### config.mk
export PLATFORM = sky130hd
export DESIGN_NAME = echo_emulator
export DESIGN_NICKNAME = d
export VERILOG_FILES = /design/src/rtl/echo_emulator.sv
export SDC_FILE = /design/constraint.sdc
export NUM_CORES = 1
export LEC_CHECK = 0
export CAP_MARGIN = 20
export CORE_MARGIN = 1.5
export CORE_UTILIZATION = 30
export CTS_CLUSTER_DIAMETER = 40
export DETAILED_ROUTE_END_ITERATION = 7
export MAX_ROUTING_LAYER = met4
export PLACE_DENSITY = 0.6
export SYNTH_ARGS = -nofsm -noshare
export SYNTH_HDL_FRONTEND = slang
export SYNTH_SLANG_ARGS = --single-unit
### constraint.sdc
create_clock -name clk_34 -period 3 [get_ports clk_34]
set_input_delay 0.9 -clock clk_34 [delete_from_list [all_inputs] [get_ports clk_34]]
set_output_delay 0.9 -clock clk_34 [all_outputs]
set_load 0.01 [all_outputs]
### src/rtl/echo_emulator.sv
// Ultrasonic target emulator: answers each trigger with an echo pulse after a
// round-trip delay of 2 clk_34 cycles per programmed cm, or a miss if out of range.
module echo_emulator #(
   parameter int CNT_W     = 12,
   parameter int MAX_CM    = 400,
   parameter int ECHO_LEN  = 4,
   parameter int HOLDOFF   = 8,
   parameter int MISS_WAIT = 1024
) (
   input  logic             clk_34,
   input  logic             reset,
   input  logic             enable,
   input  logic             stimulus_in,
   input  logic [CNT_W-1:0] distance_cm,
   output logic             echo_out,
   output logic             busy,
   output logic             miss,
   output logic [7:0]       echo_count
);

   typedef enum logic [2:0] {IDLE, DELAY, ECHO, HOLD, MISS} state_t;

   localparam logic [CNT_W-1:0] MAX_D     = CNT_W'(MAX_CM);
   localparam logic [CNT_W:0]   ZERO      = '0;
   localparam logic [CNT_W:0]   ONE       = (CNT_W+1)'(1);
   localparam logic [CNT_W:0]   TWO       = (CNT_W+1)'(2);
   localparam logic [CNT_W:0]   ECHO_LOAD = (CNT_W+1)'(ECHO_LEN - 1);
   localparam logic [CNT_W:0]   HOLD_LOAD = (CNT_W+1)'(HOLDOFF - 1);
   localparam logic [CNT_W:0]   MISS_LOAD = (CNT_W+1)'(MISS_WAIT - 1);
   localparam logic             MULTI_ECHO = (ECHO_LEN > 1);

   state_t           state;
   logic [CNT_W:0]   cnt;
   logic             s1, s2, s3;
   logic             trig;
   logic [CNT_W:0]   delay_load;

   assign trig       = s2 & ~s3;
   assign delay_load = {distance_cm, 1'b0};

   always_ff @(posedge clk_34 or posedge reset) begin
      if (reset) begin
         s1 <= 1'b0;
         s2 <= 1'b0;
         s3 <= 1'b0;
      end else begin
         s1 <= stimulus_in;
         s2 <= s1;
         s3 <= s2;
      end
   end

   // echo_out runs one cycle ahead of the state: it rises during the last
   // DELAY cycle and falls during the last ECHO cycle, so the pulse starts
   // 2*D+1 cycles after trig while DELAY still spans 2*D+1 cycles.
   always_ff @(posedge clk_34 or posedge reset) begin
      if (reset) begin
         state      <= IDLE;
         cnt        <= ZERO;
         echo_out   <= 1'b0;
         busy       <= 1'b0;
         miss       <= 1'b0;
         echo_count <= 8'd0;
      end else begin
         miss <= 1'b0;
         if (!enable) begin
            state    <= IDLE;
            cnt      <= ZERO;
            echo_out <= 1'b0;
            busy     <= 1'b0;
         end else begin
            case (state)
               IDLE: begin
                  if (trig) begin
                     busy <= 1'b1;
                     if (distance_cm > MAX_D) begin
                        state <= MISS;
                        miss  <= 1'b1;
                        cnt   <= MISS_LOAD;
                     end else begin
                        state <= DELAY;
                        cnt   <= delay_load;
                        if (distance_cm == '0) begin
                           echo_out   <= 1'b1;
                           echo_count <= echo_count + 8'd1;
                        end
                     end
                  end
               end
               DELAY: begin
                  if (cnt == ZERO) begin
                     state    <= ECHO;
                     cnt      <= ECHO_LOAD;
                     echo_out <= MULTI_ECHO;
                  end else begin
                     cnt <= cnt - ONE;
                     if (cnt == ONE) begin
                        echo_out   <= 1'b1;
                        echo_count <= echo_count + 8'd1;
                     end
                  end
               end
               ECHO: begin
                  echo_out <= (cnt >= TWO);
                  if (cnt == ZERO) begin
                     state <= HOLD;
                     cnt   <= HOLD_LOAD;
                  end else begin
                     cnt <= cnt - ONE;
                  end
               end
               HOLD: begin
                  if (cnt == ZERO) begin
                     state <= IDLE;
                     busy  <= 1'b0;
                  end else begin
                     cnt <= cnt - ONE;
                  end
               end
               MISS: begin
                  if (cnt == ZERO) begin
                     state <= HOLD;
                     cnt   <= HOLD_LOAD;
                  end else begin
                     cnt <= cnt - ONE;
                  end
               end
               default: begin
                  state    <= IDLE;
                  busy     <= 1'b0;
                  echo_out <= 1'b0;
               end
            endcase
         end
      end
   end

endmodule
* After elaboration in Yosys (flattened, before gate mapping) *
Index checks and enable logic that the tools add are counted.

storage, ports and cells
  output and inout port bits = 11
  register bits = 30
  input port bits = 16

operators by class
  equality and inequality tests = 21
  $add $sub $neg = 2
  order comparisons = 2
  reduce and logical (&&, ||, !) cells = 12
  muxes and demuxes = 35
  bitwise operators = 2

operators by type and width
  cell                                                    count
  two-way mux 13 bit                                      6
  case mux 13 bit (4 select lines)                        1
  two-way mux 8 bit                                       5
  two-way mux 3 bit                                       6
  inequality test 3 bit (second input constant)           6
  case mux 8 bit (2 select lines)                         1
  inequality test 2 bit (second input constant)           7
  == test 13 x 1 -> 1 bit (second input constant)         1
  >= comparator 13 x 2 -> 1 bit (second input constant)   1
  zero test 13 bit                                        1
  two-way mux 1 bit                                       13
  subtractor 13 x 1 -> 13 bit (second input constant)     1
  > comparator 12 x 9 -> 1 bit (second input constant)    1
  zero test 12 bit                                        1
  case mux 3 bit (4 select lines)                         1
  adder 8 x 1 -> 8 bit (second input constant)            1
  AND reduction 7 bit                                     1
  == test 3 x 2 -> 1 bit (second input constant)          2
  AND reduction 3 bit                                     2
  inequality test 5 x 2 -> 1 bit (second input constant)  1
  AND reduction 5 bit                                     1
  inequality test 4 bit (second input constant)           1
  case mux 1 bit (4 select lines)                         1
  AND reduction 4 bit                                     1
  other kinds (10)                                        11

* Logic depth before layout (Yosys ltp) *
Gate-level depths: netlist of the first run.

  depth in word-level cells = 6
  gate-level depth with buffers = 9

* Worst setup path before layout of the first run *
Ideal clock, no wire load.

  path type = reg-to-reg
  from = reg cnt[5]
  to = reg cnt[12]
  slack = 0.564 ns
  library setup time = 0.121 ns
  stages on the path, launching flop included = 9
  period minus slack after synthesis = 2.436 ns
  arrival time = 2.315 ns
  required time = 2.879 ns
  path buffers = 3
  path through = dfrtp_1 -> or4_1 -> buf_2 -> or4_1 -> buf_2 -> and3_1 -> buf_6 -> a21o_1 -> a22o_1

on the way
  word-level cells in the longest chain between the ends = 4

RTL lines
  item                                                             RTL line  text
  start, declared                                                  33        logic [CNT_W:0] cnt;
  start signal, assigned                                           82        cnt <= delay_load;
  start signal, assigned                                           96        cnt <= cnt - ONE;
  start signal, assigned                                           109       cnt <= cnt - ONE;
  subtractor 13 x 1 -> 13 bit or zero test 13 bit (tied branches)  n/a
  two-way mux 13 bit (on tied branches)                            n/a
  case mux 13 bit (4 select lines)                                 72        case (state)
  two-way mux 13 bit                                               66        if (!enable) begin

Several ways; a longest one is shown, not always the timed one. The select of a mux whose other input is x is not followed.
A chain may end at the register's enable or synchronous reset.

* Worst setup path in the final report of the first run *
  from = in distance_cm[0]
  to = reg state[0]

on the way
  word-level cells in the longest chain between the ends = 5

RTL lines
  item                             RTL line  text
  start, declared                  14        input logic [CNT_W-1:0] distance_cm,
  > comparator 12 x 9 -> 1 bit     76        if (distance_cm > MAX_D) begin
  two-way mux 3 bit                76
  two-way mux 3 bit                74        if (trig) begin
  case mux 3 bit (4 select lines)  72
  two-way mux 3 bit                66
  end signal, assigned             67        state <= IDLE;
  end signal, assigned             77        state <= MISS;
  end signal, assigned             81        state <= DELAY;
  end, declared                    32        state_t state;

No other way between the ends. The select of a mux whose other input is x is not followed.

==> metrics.cfg, run 1 <==
[placed_design]
dp_hpwl_um = 3607
place_inst = 318
port-buffer-count = 26
gp_congestion = 0.8919
place_area_um2 = 2268

[pwr]
peakVddDrop_uv = 349.2
powerDensity_nw_per_um2 = 750.4
seqPwrFrac = 0.354
p_int_mw = 1.018
pwr-share-clk = 0.194
switching_share = 0.4258
switching_power_uw = 755.1
leakage_nw = 0.9467
comb_power_share = 0.452

[clock_tree]
htree_levels = 2
cts_root_buf = clkbuf_8
clockBufferDepth = 2
insertion_delay_ps = 290
cts_tree = yes
clk_pin_slew_ps = 70
cts_buffers = 5
clock_sinks = 30
post-cts-setup-buffers = 0
post_cts_resize_count = 0
cts_hold_buf = 0

[flow_run]
cap_viol_max_count = 0

[sta]
setup_viol = 0
drv_slew = 0
period_needed_ps = 2579
rsz0062_at_grt = false
hold_viol_final = 0
fmax_ghz = 0.3878
worst_slew_pin_slew_ps = 603.8
min_period_over_period = 0.8595
setup_tns_ps = 0
fin_skew_ps = 6.325
relSlewSlack = 0.5948

[global_routing]
grt.overflow.total = 0
antenna_found_initial = 0
grt_use_met3 = 0.02584
grt_use_total = 0.1559
top_usage_layer = met2
grt_use_met1 = 0.2094
grt_max_degree = 31
grt_pass1_vias = 1731
grt_first_pass_wirelength_um = 8549
met2_usage = 0.2306

[synth]
netlist_top_cells_count = dfrtp_1, o21ai_0, nand2_1
synthTopCellsByArea = dfrtp_1, o21ai_0, nand2_1
synth_cell_types = 44
synth_top_area_share = 0.3927
synth_enable_flop_cells = 0
async_flop_share = 1.000
yosys_warnings = 0
synth_area_um2 = 1912
ys_seq_elements = 30
synth.most_common_cell = dfrtp_1
syn_nets = 242
syn_area_per_cell_um2 = 8.651
synth_top_area_cell = dfrtp_1
netlist_instances = 221
ys_seq_area_frac = 0.3927
synth_ff_type = dfrtp_1

[setup_path]
cp_data_arrival_time_ps = 2780
cp.required_ps = 3200
path_max_fanout = 4
worst_setup_path_end_kind = flip-flop
path_class = in -> reg
critPathLaunchType = input pin

[route]
postRouteAntennaNets = 0
drtIter0Drc = 156
drt_first_pass_iters = 5
wl_per_cell_um = 15.05
routed_wl_um = 4905
drt_drc_violations_left = 0
vias = 1792
via_per_inst = 5.497

[die]
die_height_um = 82.83
start_util = 0.3173
die_area_um2 = 6861
die_w_um = 82.83
coreArea_um2 = 6026
ioPinCount = 27
std_cell_rows = 28

[layout]
drive_above_1_share = 0.08765
fill_cells = 649
fin_cells = 326
antenna_cells = 0
nets = 271
final_area_um2 = 2364
syn2layout_area_growth_pct = 23.63

[worst_hold_path]
worstHoldPathType = reg -> reg

[status]
status = completed

## power by group through the flow
stage	registers, mW	logic [mW]	clock network [mW]
floorplan	0.587	0.616	0
global placement	0.630	0.789	0
detailed placement	0.631	0.796	0
CTS	0.625	0.801	0.359
global route	0.650	0.912	0.372
finish	0.628	0.801	0.345
## registers in the layout (all words and copies together), names as in the netlist
signal / flops
cnt: 13
echo_out: 1
state: 3
busy: 1
s3: 1
s1: 1
s2: 1
echo_count: 8
miss: 1
## layout make-up
class	instances	area (µm²)	share of cell area
Clock inverter	2	12.51	0.005294
Clock buffer	6	82.58	0.03494
Multi-Input combinational cell	174	1085	0.4590
Sequential cell	30	750.7	0.3176
Inverter	5	18.77	0.007941
Timing Repair Buffer	34	320.3	0.1355
Tap cell	75	93.84	0.03970
## stage by stage
step	utilization	setup WS, ps	total power [mW]	hold WS (ps)
3_3_place_gp	0.3765	222.0	1.420	332.5
4_1_cts	0.3922	440.9	1.785	360.7
3_5_place_dp	0.3765	164.1	1.427	343.4
5_1_grt	0.3922	273.3	1.934	387.5
2_1_floorplan	-	564.1	1.202	331.2
6_report	0.3922	421.5	1.773	359.2
## cell usage in the layout (no fill, tap or decap), drive strengths merged, types with 4 or more instances in the layout
| master | Yosys | routed |
|---|---|---|
| ha | 5 | 5 |
| clkdlybuf4s50 | 0 | 26 |
| dfrtp | 30 | 30 |
| buf | 5 | 8 |
| o211ai | 6 | 6 |
| nor2b | 5 | 5 |
| xnor2 | 7 | 7 |
| a21oi | 13 | 13 |
| nand2b | 6 | 6 |
| or3 | 5 | 5 |
| nor2 | 9 | 9 |
| or4 | 6 | 6 |
| a31oi | 4 | 4 |
| o21ai | 24 | 24 |
| nand2 | 22 | 22 |
| nor3 | 6 | 6 |
| nor4 | 5 | 5 |
| nand3 | 7 | 7 |
| nand4 | 5 | 5 |
| clkbuf | 7 | 6 |
| inv | 5 | 5 |
## path summary, 6_finish.rpt
path	from	endpoint	slack, ps	depth (start not counted)
worst max-delay path	distance_cm[0]	state[0]	420	6
worst min-delay path	s1	s2	360	0
worst max register to register	cnt[5]	cnt[12]	420	5
worst min register to register	s1	s2	360	0
max in group asynchronous	reset	echo_out	1720	3
min in group asynchronous	reset	s1	990	3
## critical path, stage by stage
cell,delay [ps]
clkdlybuf4s50_1,440
nor4_1,410
o21ai_0,220
nand2b_1,240
or4_1,400
a31oi_1,160
## routing by layer
layer / part of all wire / vias up
met5: 0 / -
met4: 0.022 / 0
met3: 0.050 / 8
met2: 0.45 / 55
met1: 0.48 / 855
li1: - / 874
## logic make-up (layout without fill, tap and decap cells)
| kind of cell | after synthesis | in the layout | synth area share |
|---|---|---|---|
| and+or+nand+nor | 94 | 94 | 0.2749 |
| AOI/OAI and AO/OA | 63 | 63 | 0.2022 |
| muxes | 3 | 3 | 0.01636 |
| adders and majority gates | 5 | 5 | 0.03272 |
| buffers and inverters | 17 | 47 | 0.03993 |
| xor gates and xnor gates | 9 | 9 | 0.04123 |
| DFF | 30 | 30 | 0.3927 |
No activity file was read; power rests on OpenSTA's default activity.
==> inputs of run 2 (changes only) <==
- CORE_MARGIN: 1.5 -> unset
- clock period: 3 -> 2.5 ns (I/O delays scaled with it)
==> run 2 against run 1 <==
Net effect:
- non-clock buffer count increased by 20
- clock skew increased by 0.92 ps
- first-iteration DRC count decreased by 17%
- sequential share of layout area decreased by 2.2 points
- final area increased by 7.3%
- global-route usage increased by 2.2 points
- final cell count increased by 6.1%
- critical path depth unchanged
==> metrics.cfg, run 2 (synthesized netlist as in run 1, its figures left out) <==
[sta]
drv_slew = 0  ; unchanged
period_needed_ps = 2350
hold_viol_final = 0  ; unchanged
rsz0062_at_grt = false  ; unchanged
relSlewSlack = 0.5851  ; was 0.5948
min_period_over_period = 0.9400
fin_skew_ps = 7.245  ; was 6.325 ps
worst_slew_pin_slew_ps = 618.2  ; was 603.8 ps
fmax_ghz = 0.4255
setup_viol = 0  ; unchanged
setup_tns_ps = 0  ; unchanged

[global_routing]
grt_pass1_vias = 1755  ; was 1731
antenna_found_initial = 0  ; unchanged
grt.overflow.total = 0  ; unchanged
grt_use_met3 = 0.03222  ; was 0.02584
grt_use_total = 0.1783  ; was 0.1559
top_usage_layer = met2  ; unchanged
met2_usage = 0.2562  ; was 0.2306
grt_max_degree = 31  ; unchanged
grt_first_pass_wirelength_um = 8673  ; was 8549 µm
grt_use_met1 = 0.2483  ; was 0.2094

[layout]
layout_common_cells = dfrtp_1, buf_4, clkdlybuf4s50_1, o21ai_0, nand2_1  ; was dfrtp_1, clkdlybuf4s50_1, o21ai_0, nand2_1, a21oi_1
nets = 291  ; was 271
reg_top3 = cnt: 13 flops, echo_count: 8 flops, state: 3 flops  ; unchanged
syn2layout_area_growth_pct = 32.66  ; was 23.63%
regMostFlops = cnt  ; unchanged
drive_above_1_share = 0.1624  ; was 0.08765
largest_register_ffs = 13  ; unchanged
final_area_um2 = 2536  ; was 2364 µm²
final_common_cell = dfrtp_1  ; unchanged
fin_cells = 346  ; was 326
fin_util = 0.4209  ; was 0.3922
antenna_cells = 0  ; unchanged

[setup_path]
cp.required_ps = 2660  ; was 3200 ps
cpPeakStageDelay_ps = 470  ; was 440 ps
worstReg2RegEnd = cnt[2]  ; was cnt[12]
cp_slowest_cell = clkdlybuf4s50_1  ; unchanged
path_max_fanout = 7  ; was 4
worst_setup_path_end_kind = flip-flop  ; unchanged
path_class = in -> reg  ; unchanged
regToRegSetupSlack_ps = 180  ; was 420 ps
cp_data_arrival_time_ps = 2510  ; was 2780 ps
cp-startpoint = distance_cm[0]  ; unchanged
ff2ff_path_depth = 5  ; unchanged
critPathLaunchType = input pin  ; unchanged
cpMostUsedCell = o21ai_0
r2r-start = cnt[5]  ; unchanged
worstPathCellList = clkdlybuf4s50_1 -> nor4_2 -> o21ai_0 -> or3_1 -> o21ai_0 -> o211ai_1  ; was clkdlybuf4s50_1 -> nor4_1 -> o21ai_0 -> nand2b_1 -> or4_1 -> a31oi_1

[worst_hold_path]
hold_path_depth = 0  ; unchanged
worstHoldPathType = reg -> reg  ; unchanged
hp-start = s1  ; unchanged
min_to = s2  ; unchanged

[route]
drtIter0Drc = 130  ; was 156
routed_wl_um = 5044  ; was 4905 µm
via_per_inst = 5.335  ; was 5.497
drt_first_pass_iters = 4  ; was 5
wl_per_cell_um = 14.58  ; was 15.05 µm
vias = 1846  ; was 1792
postRouteAntennaNets = 0  ; unchanged
drt_drc_violations_left = 0  ; unchanged

[clock_tree]
cts_buffers = 5  ; unchanged
clk_pin_slew_ps = 70  ; about the same
htree_levels = 2  ; unchanged
cts_root_buf = clkbuf_8  ; unchanged
post-cts-setup-buffers = 0  ; unchanged
insertion_delay_ps = 290  ; about the same
clockBufferDepth = 2  ; unchanged
cts_tree = yes  ; unchanged
clock_sinks = 30  ; unchanged

[pwr]
peakVddDrop_uv = 356.2  ; was 349.2 µV
powerDensity_nw_per_um2 = 901.7  ; was 750.4 nW/µm²
leakage_nw = 1.051  ; was 0.9467 nW
finalPower_mw = 2.287  ; was 1.773 mW

[die]
ioPinCount = 27  ; unchanged
coreArea_um2 = 6026  ; unchanged
std_cell_rows = 28  ; unchanged
die_height_um = 81.83  ; was 82.83 µm
start_util = 0.3173  ; unchanged
die_w_um = 81.83  ; was 82.83 µm
die_area_um2 = 6696  ; was 6861 µm²

[placed_design]
port-buffer-count = 26  ; unchanged
place_inst = 338  ; was 318
gp_congestion = 0.8295  ; was 0.8919
dp_hpwl_um = 3744  ; was 3607 µm
place_area_um2 = 2431  ; was 2268 µm²

[status]
status = completed  ; unchanged

[flow_run]
cap_viol_max_count = 0  ; unchanged

==> run 2: worst max-delay path, delay by kind of cell <==
kind / cells / cell delay (ps)
simple gates: 2 / 790
compound gates: 3 / 500
buf+inv: 1 / 470
==> run 2: how the worst max path moves through the flow <==
stage	to	slack, ps
after CTS	cnt[7]	100
after global routing	cnt[2]	3
after detailed placement	cnt[7]	-210
after floorplan	cnt[12]	60
final	cnt[7]	150
after global placement	echo_count[1]	-130
==> run 2: area by class of cell <==
class                           instances  area (µm²)
Fill cell                             625        3490
Multi-Input combinational cell        174        1095
Sequential cell                        30       750.7
Timing Repair Buffer                   54       483.0
Tap cell                               75       93.84
Clock buffer                            6       82.58
Inverter                                5       18.77
Clock inverter                          2       12.51
==> run 2: power by group <==
group / switching, mW / leakage (nW) / internal [mW]
registers: 0.112 / 0.397 / 0.593
clock network: 0.202 / 0.0472 / 0.221
logic: 0.634 / 0.606 / 0.524
==> run 2: timing repair <==
item,in CTS,in global routing
gates resized for setup,0,2
setup endpoints to repair,0,8
hold buffers,0,0
==> run 2: stage by stage <==
stage	setup slack (ps)	hold WS (ps)
after global placement	-125.0	332.8
after detailed placement	-205.4	347.7
after global routing	2.752	375.4
after CTS	98.01	364.1
final	149.9	362.5
after floorplan	64.12	331.2
==> run 2: layer usage <==
metal  wire length, µm  share of wire
met2              2248           0.45
met5                 0              0
met3               246          0.049
met4                94          0.019
met1              2454           0.49
==> inputs of run 3 (changes only) <==
- clock period: 2.5 -> 2.9 ns (I/O delays scaled with it)
==> run 3 against run 2 <==
Net effect:
- critical path depth fell by 1
- count of clock-buffer cells in the layout did not move
- final cell count fell by 5.5%
- sequential cell count did not move
- critical path type is now reg -> reg
==> metrics.cfg, run 3 (synthesized netlist as in run 1, its figures left out) <==
[status]
status = completed  ; unchanged

[clock_tree]
clock_sinks = 30  ; unchanged
cts_tree = yes  ; unchanged
cts_root_buf = clkbuf_8  ; unchanged
clk_pin_slew_ps = 70  ; about the same
post_cts_resize_count = 0  ; unchanged
insertion_delay_ps = 290  ; about the same
htree_levels = 2  ; unchanged
post-cts-setup-buffers = 0  ; unchanged
cts_buffers = 5  ; unchanged
cts_hold_buf = 0  ; unchanged
clockBufferDepth = 2  ; unchanged

[sta]
fin_skew_ps = 9.951  ; was 7.245 ps
fmax_ghz = 0.3869
setup_tns_ps = 0  ; unchanged
hold_viol_final = 0  ; unchanged
hold_slack_ps = 350.2  ; was 362.5 ps
drv_slew = 0  ; unchanged
period_needed_ps = 2585
setup_viol = 0  ; unchanged
rsz0062_at_grt = false  ; unchanged
relSlewSlack = 0.5614  ; was 0.5851
worst_slew_pin_slew_ps = 653.5  ; was 618.2 ps
min_period_over_period = 0.8912

[layout]
largest_register_ffs = 13  ; unchanged
layout_common_cells = dfrtp_1, clkdlybuf4s50_1, o21ai_0, nand2_1, a21oi_1  ; was dfrtp_1, buf_4, clkdlybuf4s50_1, o21ai_0, nand2_1
final_common_cell = dfrtp_1  ; unchanged
final_area_um2 = 2371  ; was 2536 µm²
antenna_cells = 0  ; unchanged
nets = 272  ; was 291
fin_cells = 327  ; was 346
regMostFlops = cnt  ; unchanged
drive_above_1_share = 0.09127  ; was 0.1624
reg_top3 = cnt: 13 flops, echo_count: 8 flops, state: 3 flops  ; unchanged
syn2layout_area_growth_pct = 24.02  ; was 32.66%

[worst_hold_path]
min_to = s2  ; unchanged
hp-start = s1  ; unchanged
hold_path_depth = 0  ; unchanged
worstHoldPathType = reg -> reg  ; unchanged

[setup_path]
cp_data_arrival_time_ps = 2760  ; was 2510 ps
worst_setup_path_end_kind = flip-flop  ; unchanged
worstReg2RegEnd = cnt[12]  ; was cnt[2]
regToRegSetupSlack_ps = 320  ; was 180 ps
r2r-start = cnt[5]  ; unchanged
ff2ff_path_depth = 5  ; unchanged
cp.required_ps = 3080  ; was 2660 ps
path_class = reg -> reg  ; was in -> reg
path_max_fanout = 6  ; was 7
critPathLaunchType = flip-flop  ; was input pin

[global_routing]
grt_pass1_vias = 1718  ; was 1755
grt_first_pass_wirelength_um = 8217  ; was 8673 µm
grt.overflow.total = 0  ; unchanged
grt_max_degree = 31  ; unchanged
grt_use_total = 0.1699  ; was 0.1783
antenna_found_initial = 0  ; unchanged

[die]
std_cell_rows = 28  ; unchanged
die_height_um = 81.83  ; unchanged
coreArea_um2 = 6026  ; unchanged
die_w_um = 81.83  ; unchanged
ioPinCount = 27  ; unchanged
start_util = 0.3173  ; unchanged
die_area_um2 = 6696  ; unchanged

[route]
postRouteAntennaNets = 0  ; unchanged
drt_drc_violations_left = 0  ; unchanged
drt_first_pass_iters = 4  ; unchanged
drtIter0Drc = 142  ; was 130
routed_wl_um = 4890  ; was 5044 µm
via_per_inst = 5.541  ; was 5.335
wl_per_cell_um = 14.95  ; was 14.58 µm
vias = 1812  ; was 1846

[placed_design]
gp_congestion = 0.9013  ; was 0.8295
place_inst = 319  ; was 338
dp_hpwl_um = 3562  ; was 3744 µm
port-buffer-count = 26  ; unchanged
place_area_um2 = 2276  ; was 2431 µm²

[pwr]
powerDensity_nw_per_um2 = 777.8  ; was 901.7 nW/µm²
peakVddDrop_uv = 399.0  ; was 356.2 µV
leakage_nw = 0.9516  ; was 1.051 nW

[flow_run]
cap_viol_max_count = 0  ; unchanged

==> run 3: cell types whose count changed in the layout (fill, tap and decap cells not counted), sizes merged <==
cell	delta
buf	-19
==> run 3: layout make-up <==
class / count / area (µm²)
clock inverters: 2 / 12.51
clock buffers: 6 / 82.58
well taps: 75 / 93.84
flip-flops and latches: 30 / 750.7
inverters: 5 / 18.77
repair buffers: 35 / 327.8
multi-input cells: 174 / 1085
fillers: 625 / 3655
==> run 3: through the flow <==
stage	power, mW	setup WS, ps	util
final	1.844	315.4	0.3935
after global routing	2.001	176.6	0.3935
after CTS	1.845	328.5	0.3935
after detailed placement	1.477	111.1	0.3777
after global placement	1.465	157.4	0.3777
after floorplan	1.244	464.1	-
==> run 3: per-layer routing <==
| layer | track usage | wire (µm) | share of wire |
|---|---|---|---|
| met2 | 0.2545 | 2214 | 0.45 |
| met4 | 0.05965 | 73 | 0.015 |
| met1 | 0.2178 | 2317 | 0.47 |
| met3 | 0.04889 | 284 | 0.058 |
| met5 | - | 0 | 0 |
==> run 3: worst max path at each step <==
| stage | from | to | slack (ps) | cells past startpoint |
|---|---|---|---|---|
| 6_report | cnt[5] | cnt[12] | 320 | 5 |
| 5_1_grt | cnt[5] | cnt[8] | 180 | 6 |
| 2_1_floorplan | cnt[5] | cnt[12] | 460 | 8 |
| 4_1_cts | cnt[5] | cnt[12] | 330 | 5 |
| 3_5_place_dp | distance_cm[0] | cnt[7] | 110 | 6 |
| 3_3_place_gp | distance_cm[0] | state[0] | 160 | 6 |
==> run 3: critical path, cell delays in order (launching register included) <==
cell and delay, ps:
dfrtp_1 430, or4_1 650, or4_1 700, and3_1 300, a21o_1 180, a22o_1 210
==> run 3: power by group <==
| part | switching, mW | internal, mW | leakage (nW) | total (mW) |
|---|---|---|---|---|
| logic | 0.482 | 0.352 | 0.507 | 0.835 |
| registers | 0.141 | 0.511 | 0.397 | 0.652 |
| clock network | 0.167 | 0.190 | 0.0472 | 0.358 |
